===== config.mk =====
export PLATFORM = sky130hd
export DESIGN_NAME = instr_fetch_ctrl
export DESIGN_NICKNAME = d
export VERILOG_FILES = /design/src/rtl/instr_fetch_ctrl.sv
export SDC_FILE = /design/constraint.sdc
export NUM_CORES = 1
export LEC_CHECK = 0
export ABC_AREA = 1
export CORE_UTILIZATION = 39
export CTS_CLUSTER_SIZE = 28
export DETAILED_ROUTE_END_ITERATION = 16
export PLACE_DENSITY = 0.75
export SYNTH_ARGS = -nofsm -noshare
export SYNTH_HDL_FRONTEND = slang
export SYNTH_SLANG_ARGS = --single-unit

===== constraint.sdc =====
create_clock -name clk -period 1.78 [get_ports clk]
set_clock_uncertainty 0.15 [all_clocks]
set_input_delay 0.356 -clock clk [delete_from_list [all_inputs] [get_ports clk]]
set_output_delay 0.356 -clock clk [all_outputs]
set_load 0.005 [all_outputs]

===== src/rtl/instr_fetch_ctrl.sv =====
`default_nettype none
// ============================================================================
// Module   : instr_fetch_ctrl
// Purpose  : Fetch sequencer for a combinational instruction memory. Owns the
//            PC, captures {pc,instr} into a 2-entry prefetch FIFO, and hands
//            entries to decode over valid/ready. Handles redirect with flush,
//            level halt requests and misaligned/out-of-range address faults.
// Revision : 1.0 - initial release
// ============================================================================
module instr_fetch_ctrl #(
   parameter int               WIDTH    = 32,
   parameter int               DEPTH    = 8,
   parameter logic [WIDTH-1:0] RESET_PC = '0
) (
   input  logic             clk,
   input  logic             rst_n,
   output logic [WIDTH-1:0] imem_addr_o,
   input  logic [WIDTH-1:0] imem_data_i,
   output logic             out_valid_o,
   input  logic             out_ready_i,
   output logic [WIDTH-1:0] out_instr_o,
   output logic [WIDTH-1:0] out_pc_o,
   input  logic             redirect_valid_i,
   input  logic [WIDTH-1:0] redirect_pc_i,
   input  logic             halt_req_i,
   output logic             fault_o,
   output logic [1:0]       state_o,
   output logic [WIDTH-1:0] fetch_cnt_o
);

   // First byte address past the end of the instruction memory.
   localparam logic [WIDTH-1:0] PC_LIMIT = WIDTH'(64'd4 << DEPTH);

   typedef enum logic [1:0] {
      ST_IDLE   = 2'b00,
      ST_FETCH  = 2'b01,
      ST_HALTED = 2'b10,
      ST_FAULT  = 2'b11
   } state_e;

   state_e           state_q, state_d;
   logic [WIDTH-1:0] pc_q, pc_d;
   logic [WIDTH-1:0] fifo_pc_q    [2];
   logic [WIDTH-1:0] fifo_instr_q [2];
   logic             rd_ptr_q;
   logic             wr_ptr_q;
   logic [1:0]       count_q;
   logic [WIDTH-1:0] fetch_cnt_q;

   logic w_pop;
   logic w_push;
   logic w_flush;
   logic w_push_ok;
   logic w_addr_bad;

   assign w_pop      = (count_q != 2'd0) && out_ready_i;
   // A full FIFO can still accept a push when its head leaves on the same edge.
   assign w_push_ok  = (count_q != 2'd2) || w_pop;
   assign w_addr_bad = (pc_q[1:0] != 2'b00) || (pc_q >= PC_LIMIT);

   // Next-state decode: redirect beats halt, halt beats the fault check,
   // and the fault check beats a push.
   always_comb begin
      state_d = state_q;
      pc_d    = pc_q;
      w_push  = 1'b0;
      w_flush = 1'b0;
      case (state_q)
         ST_IDLE: begin
            state_d = ST_FETCH;
         end
         default: begin
            if (redirect_valid_i) begin
               w_flush = 1'b1;
               pc_d    = redirect_pc_i;
               state_d = halt_req_i ? ST_HALTED : ST_FETCH;
            end else begin
               case (state_q)
                  ST_FETCH: begin
                     if (halt_req_i) begin
                        state_d = ST_HALTED;
                     end else if (w_addr_bad) begin
                        state_d = ST_FAULT;
                     end else if (w_push_ok) begin
                        w_push = 1'b1;
                        pc_d   = pc_q + WIDTH'(4);
                     end
                  end
                  ST_HALTED: begin
                     if (!halt_req_i) begin
                        state_d = ST_FETCH;
                     end
                  end
                  default: begin
                     state_d = state_q;
                  end
               endcase
            end
         end
      endcase
   end

   // State and PC registers.
   always_ff @(posedge clk or negedge rst_n) begin
      if (!rst_n) begin
         state_q <= ST_IDLE;
         pc_q    <= RESET_PC;
      end else begin
         state_q <= state_d;
         pc_q    <= pc_d;
      end
   end

   // Prefetch FIFO; a flush discards everything, including a same-edge push.
   always_ff @(posedge clk or negedge rst_n) begin
      if (!rst_n) begin
         for (int i = 0; i < 2; i++) begin
            fifo_pc_q[i]    <= '0;
            fifo_instr_q[i] <= '0;
         end
         rd_ptr_q <= 1'b0;
         wr_ptr_q <= 1'b0;
         count_q  <= 2'd0;
      end else if (w_flush) begin
         rd_ptr_q <= 1'b0;
         wr_ptr_q <= 1'b0;
         count_q  <= 2'd0;
      end else begin
         if (w_push) begin
            fifo_pc_q[wr_ptr_q]    <= pc_q;
            fifo_instr_q[wr_ptr_q] <= imem_data_i;
            wr_ptr_q               <= ~wr_ptr_q;
         end
         if (w_pop) begin
            rd_ptr_q <= ~rd_ptr_q;
         end
         case ({w_push, w_pop})
            2'b10:   count_q <= count_q + 2'd1;
            2'b01:   count_q <= count_q - 2'd1;
            default: count_q <= count_q;
         endcase
      end
   end

   // Push counter; only reset clears it.
   always_ff @(posedge clk or negedge rst_n) begin
      if (!rst_n) begin
         fetch_cnt_q <= '0;
      end else if (w_push) begin
         fetch_cnt_q <= fetch_cnt_q + WIDTH'(1);
      end
   end

   assign imem_addr_o = pc_q;
   assign out_valid_o = (count_q != 2'd0);
   assign out_instr_o = fifo_instr_q[rd_ptr_q];
   assign out_pc_o    = fifo_pc_q[rd_ptr_q];
   assign fault_o     = (state_q == ST_FAULT);
   assign state_o     = state_q;
   assign fetch_cnt_o = fetch_cnt_q;

endmodule
`default_nettype wire

Word-level counts from Yosys, hierarchy flattened
Index checks and enable logic that the tools add are counted.
- equality and inequality tests: 10
- mux-type cells: 36
- add/sub/neg operators: 4
- reduce and logical (&&, ||, !) cells: 16
- magnitude comparators: 4
- bitwise gates (word level): 6
- operators by type and width (cell ; number):
    $mux 32 ; 12
    $bwmux 64 ; 2
    $add 32x1->32 const B ; 1
    $add 32x3->32 const B ; 1
    $demux 32 s1 ; 1
    $ge 32x11->1 const B ; 1
    $mux 2 ; 7
    $mux 1 ; 12
    $reduce_bool 2->1 ; 6
    $pmux 2 s2 ; 2
    $eq 2x2->1 const B ; 3
    $ne 2x2->1 const B ; 3
    $ne 5x5->1 const B ; 1
    $reduce_and 5->1 ; 1
    $eq 2x1->1 const B ; 2
    $ge 2x2->1 const B ; 2
    $ne 4x3->1 const B ; 1
    $not 1->1 ; 4
    $not 1->2 ; 2
    $reduce_bool 4->1 ; 1
    $reduce_and 3->1 ; 1
    $reduce_bool 3->1 ; 1
    $add 2x1->2 const B ; 1
    $logic_and 1x1->1 ; 2
    other kinds (5) ; 6
- register bits after elaboration: 198
- output and inout bits: 132
- input bits: 69

Logic depth before layout (Yosys ltp)
- depth in word-level cells: 12
- depth in mapped cells: 11
- mapped depth without buffers: 11

Worst setup path after synthesis
No wires, ideal clock.
- kind: register to register
- start point: register pc_q[26], in the netlist imem_addr_o[26]
- end point: register fifo_pc_q[9] in the netlist's numbering
- slack: -0.004 ns
- data required time: 1.510 ns
- arrival time: 1.514 ns
- buffers on the path: 2
- stages on the path, launching flop included: 11
- library setup time: 0.120 ns
- cell sequence: dfrtp_1 > nor2_1 > nand2_1 > nor2_1 > nand3_1 > nor2_4 > nand4_4 > buf_6 > buf_6 > nand2_1 > o21ai_2
- cells in the longest elaborated chain, start to end: 8
- RTL lines (what ; line ; RTL):
    from (decl) ; 42 ; logic [WIDTH-1:0] pc_q, pc_d;
    from (signal assigned) ; 110 ; pc_q <= pc_d;
    $ge 32x11->1 ; 59 ; assign w_addr_bad = (pc_q[1:0] != 2'b00) || (pc_q >= PC_LIMIT);
    $logic_or 1x1->1 ; 59 ;
    $mux 1 ; 82 ; end else if (w_addr_bad) begin
    $mux 1 ; 80 ; if (halt_req_i) begin
    $mux 1 ; 78 ; case (state_q)
    $mux 1 ; 73 ; if (redirect_valid_i) begin
    $mux 1 ; 68 ; case (state_q)
    $reduce_and 2->1 (no source line) ; n/a ;
    to (signal, indexed assignment) ; 130 ; fifo_pc_q[wr_ptr_q] <= pc_q;
    to (decl) ; 43 ; logic [WIDTH-1:0] fifo_pc_q [2];
Every way passes these cells.
A chain may end at the register's enable or synchronous reset.

Worst setup path in the final report
- start point: register pc_q[17], in the netlist imem_addr_o[17]
- end point: register fifo_instr_q[12] in the netlist's numbering
- cells in the longest elaborated chain, start to end: 8
- RTL lines (what ; line ; RTL):
    $ge 32x11->1 ; 59 ;
    $logic_or 1x1->1 ; 59 ;
    $mux 1 ; 82 ;
    $mux 1 ; 80 ;
    $mux 1 ; 78 ;
    $mux 1 ; 73 ;
    $mux 1 ; 68 ;
    $reduce_and 2->1 (no source line) ; n/a ;
    to (signal, indexed assignment) ; 131 ; fifo_instr_q[wr_ptr_q] <= imem_data_i;
    to (decl) ; 44 ; logic [WIDTH-1:0] fifo_instr_q [2];
Every way passes these cells.

==> reports/qor.csv <==
stage,metric,value,unit
outcome,status,finished with violations,
outcome,failing checks,negative setup slack,
placement,Place WS,-504.8,ps
cells_and_area,post-route insts no fill,2152,
clock_network,TritonCTS Buffers,17,
routing,via count,11180,
clock_network,CTS tree,built,
grt,gr usage total,23.75,%
setup_path,crit path kind,reg2reg,
synthesis,post-synthesis sequential area ratio,48.57,%
synthesis,mux cell area share after synthesis,0.09811,%
timing,worst-margin pin slew,533.9,ps
setup_path,Top Family by Delay on Critical Path,simple AND/OR/NAND/NOR gates,
grt,number of global-route vias before repair,10100,
setup_path,nature of the critical path endpoint,register,
synthesis,largest family of logic cells by synthesized area,simple AND/OR/NAND/NOR gates,
clock_network,CTS sink count,198,
setup_path,"slowest stage delay, CP",400,ps
cells_and_area,Final Core Density,68.04,%
clock_network,Worst-Skew Late Latency,440,ps
synthesis,Mapped Avg Cell Area,7.350,µm²
timing,Tmin final,2106,ps
synthesis,top cell type's share of synthesized area,48.57,%
flow_run,MaxCap Viol Count,0,
synthesis,#FFs+latches synth,198,
floorplan,die width,163.7,µm
setup_path,"Arr. time, crit path",2310,ps
cells_and_area,layout cell share with drive strength beyond 1,40.58,%
pwr,worst IR drop on VDD,0.0005422,V
timing,RSZ-0062 raised after global routing,yes,
synthesis,Syn Nets,1460,
clock_network,clk slew on worst S/H paths,90,ps
placement,final HPWL from detailed placement,21.01,mm
placement,placed cell count,1989,
grt,first-pass GRT wire length,50.28,mm
clock_network,H-tree level count,4,
floorplan,row count,58,
synthesis,Synth area leader,dfrtp_1,
synthesis,Synth Area in Compound Gates,6.255,%
timing,Hold WS,315.7,ps
setup_path,data required time of the worst path,1980,ps
floorplan,die area,26810,µm²
routing,drt pass-1 iters,5,
floorplan,initial core utilization,40.17,%
clock_network,clock buffer depth,2,
floorplan,Placeable Area,25400,µm²
timing,Max Fclk,0.4748,GHz
synthesis,YS warnings,0,
timing,Max-slew headroom,64.41,%
timing,final period utilization,118.3,%
timing,setup TNS,-59520,ps
synthesis,post-synthesis cell type count,34,
hold_path,Worst Hold Class,in2async,
routing,Routed WL,37.62,mm
timing,final worst slack,-326.3,ps
setup_path,Slowest cell on crit path,dfrtp_1,
setup_path,CP max FO,9,
setup_path,Worst setup SP type,register,
routing,Post-route DRC,0,
timing,Hold Fails Final Rpt,0,
setup_path,crit-path cells,nor2_1 > nand2_1 > nor2_4 > nand3_2 > nor2_4 > buf_6 > nand4_4 > buf_12 > buf_12 > o21ai_1,
synthesis,adder-cell share of the synthesized area,0.3679,%
routing,Via density,5.194,
cells_and_area,synthesis-to-finish area growth,69.40,%
routing,DRT antenna net count,0,
grt,initial antenna violation count,1,
floorplan,# IOs,201,
synthesis,Synth Area in Simple Gates,34.60,%
synthesis,top post-synthesis cells by area,"dfrtp_1, nand2_1, inv_1",
floorplan,Die Y,163.7,µm
placement,port buffer count,200,
placement,gpl congestion,0.9070,
pwr,Pleak,9.426,nW
timing,Final setup violation count,259,
cells_and_area,final net count,1880,
routing,routed len/inst,17.48,µm
pwr,power per cell area,735.8,nW/µm²
timing,final max-slew violation count,0,
routing,1st-iter DRT viols,913,
synthesis,Mapped Area,10200,µm²
grt,grt ovf,0,
clock_network,Clock Tree Root,clkbuf_16,
grt,largest net degree at the start of global routing,59,
setup_path,Buf/Inv on CP,3,
synthesis,Synth Instances,1388,
synthesis,XOR/XNOR share of the synthesized area,1.545,%
==> routing by layer <==
layer | wire length, µm | track usage (%) | vias up
met2 | 19120 | 39.93 | 472
li1 | - | - | 5189
met3 | 2250 | 2.904 | 98
met4 | 1223 | 9.133 | 0
met5 | 0 | 0 | -
met1 | 15030 | 31.23 | 5418
==> timing repair <==
item / in CTS / in global routing
resized for setup: 295 / 601
pin swaps: 25 / 62
endpoints found under the setup margin: 313 / 308
endpoints found under the hold margin: 51 / 0
hold buffers: 1 / 0
buffers inserted: 41 / 57
gates cloned: 10 / 28
==> registers in the layout, summed over array words and instances (netlist names) <==
signal,flops
fifo_instr_q,64
fifo_pc_q,64
fetch_cnt_o,32
imem_addr_o,32
count_q,2
state_o,2
rd_ptr_q,1
wr_ptr_q,1
==> synthesized netlist by cell type <==
library cell	instances
o21ai_0	39
nand3_2	2
mux2i_1	1
o21a_1	1
a21oi_1	8
nand3_1	89
o21ai_2	10
nand4_4	2
buf_1	4
a31oi_1	2
dfrtp_1	198
nor3_1	11
nor3_4	1
xor2_1	10
ha_1	3
nand4_1	19
nand2_2	2
nor2_4	3
nand2_1	583
nor2_2	4
buf_4	5
o21ai_1	53
buf_2	15
a21boi_0	1
inv_2	2
clkbuf_1	24
xnor2_1	8
buf_6	7
or2_2	13
nor4_1	1
inv_1	152
nor2_1	95
o21bai_1	3
nand3b_1	17
==> where the power goes <==
group          internal, mW  switching (mW)
sequential             4.67           0.131
clock                  2.09            2.08
combinational          1.87            1.88
==> cell usage in the layout, fill, tap and decap left out, types with 17 or more instances in the layout <==
cell             count
dfrtp_1            177
buf_2               30
nand3b_1            17
clkbuf_2            28
nand3_1             65
inv_2               33
o21ai_1             40
inv_1              119
buf_6               59
nand2_2            111
dlymetal6s2s_1      41
o21ai_2             52
nand3_2             23
buf_12              29
dlygate4sd2_1       18
nand4_1             19
clkdlybuf4s50_1     67
nor2_1              87
nand2_1            380
dfrtp_2             21
nand2_4             91
buf_4              140
clkbuf_16           39
==> final timing paths <==
check	from	to	slack [ps]	cells after the start
max	imem_addr_o[17]	fifo_instr_q[12]	-330	10
min	rst_n	fifo_pc_q[49]	320	2
max reg2reg	imem_addr_o[17]	fifo_instr_q[12]	-330	10
min reg2reg	fifo_pc_q[18]	fifo_pc_q[18]	330	2
max in group asynchronous	rst_n	imem_addr_o[7]	530	3
min in group clk	imem_data_i[25]	fifo_instr_q[25]	320	3
==> through the flow <==
stage / instance area (µm²) / total power, mW
2_1_floorplan: 10200 / 5.906
3_3_place_gp: 13540 / 7.284
3_5_place_dp: 13540 / 7.333
4_1_cts: 14940 / 11.66
5_1_grt: 17280 / 13.23
6_report: 17280 / 12.72
==> worst reg2reg max path: stages, from the launching register on <==
cell     delay (ps)
dfrtp_1         400
nor2_1          110
nand2_1         100
nor2_4          180
nand3_2         120
nor2_4          130
buf_6           110
nand4_4         130
buf_12          220
buf_12          150
o21ai_1         210
==> cell families (layout without fill, tap and decap cells) <==
family                   count (synthesis)  after routing
AND/OR/NAND/NOR                        842            842
XOR/XNOR                                18             18
buffers and inverters                  209            642
other                                    0              1
multiplexers                             1              1
flip-flops                             198            198
AO/OA/AOI/OAI                          117            117
adder cells (fa/ha/maj)                  3              3
==> cell type report <==
type / count / area, µm²
well taps: 330 / 412.9
multi-input cells: 981 / 5796
clock inverters: 15 / 212.7
repair buffers: 456 / 4867
fillers: 1896 / 8117
clock buffers: 17 / 425.4
diodes: 1 / 2.502
flip-flops and latches: 198 / 4981
inverters: 154 / 585.6
Power figures use the tool's default switching activity.
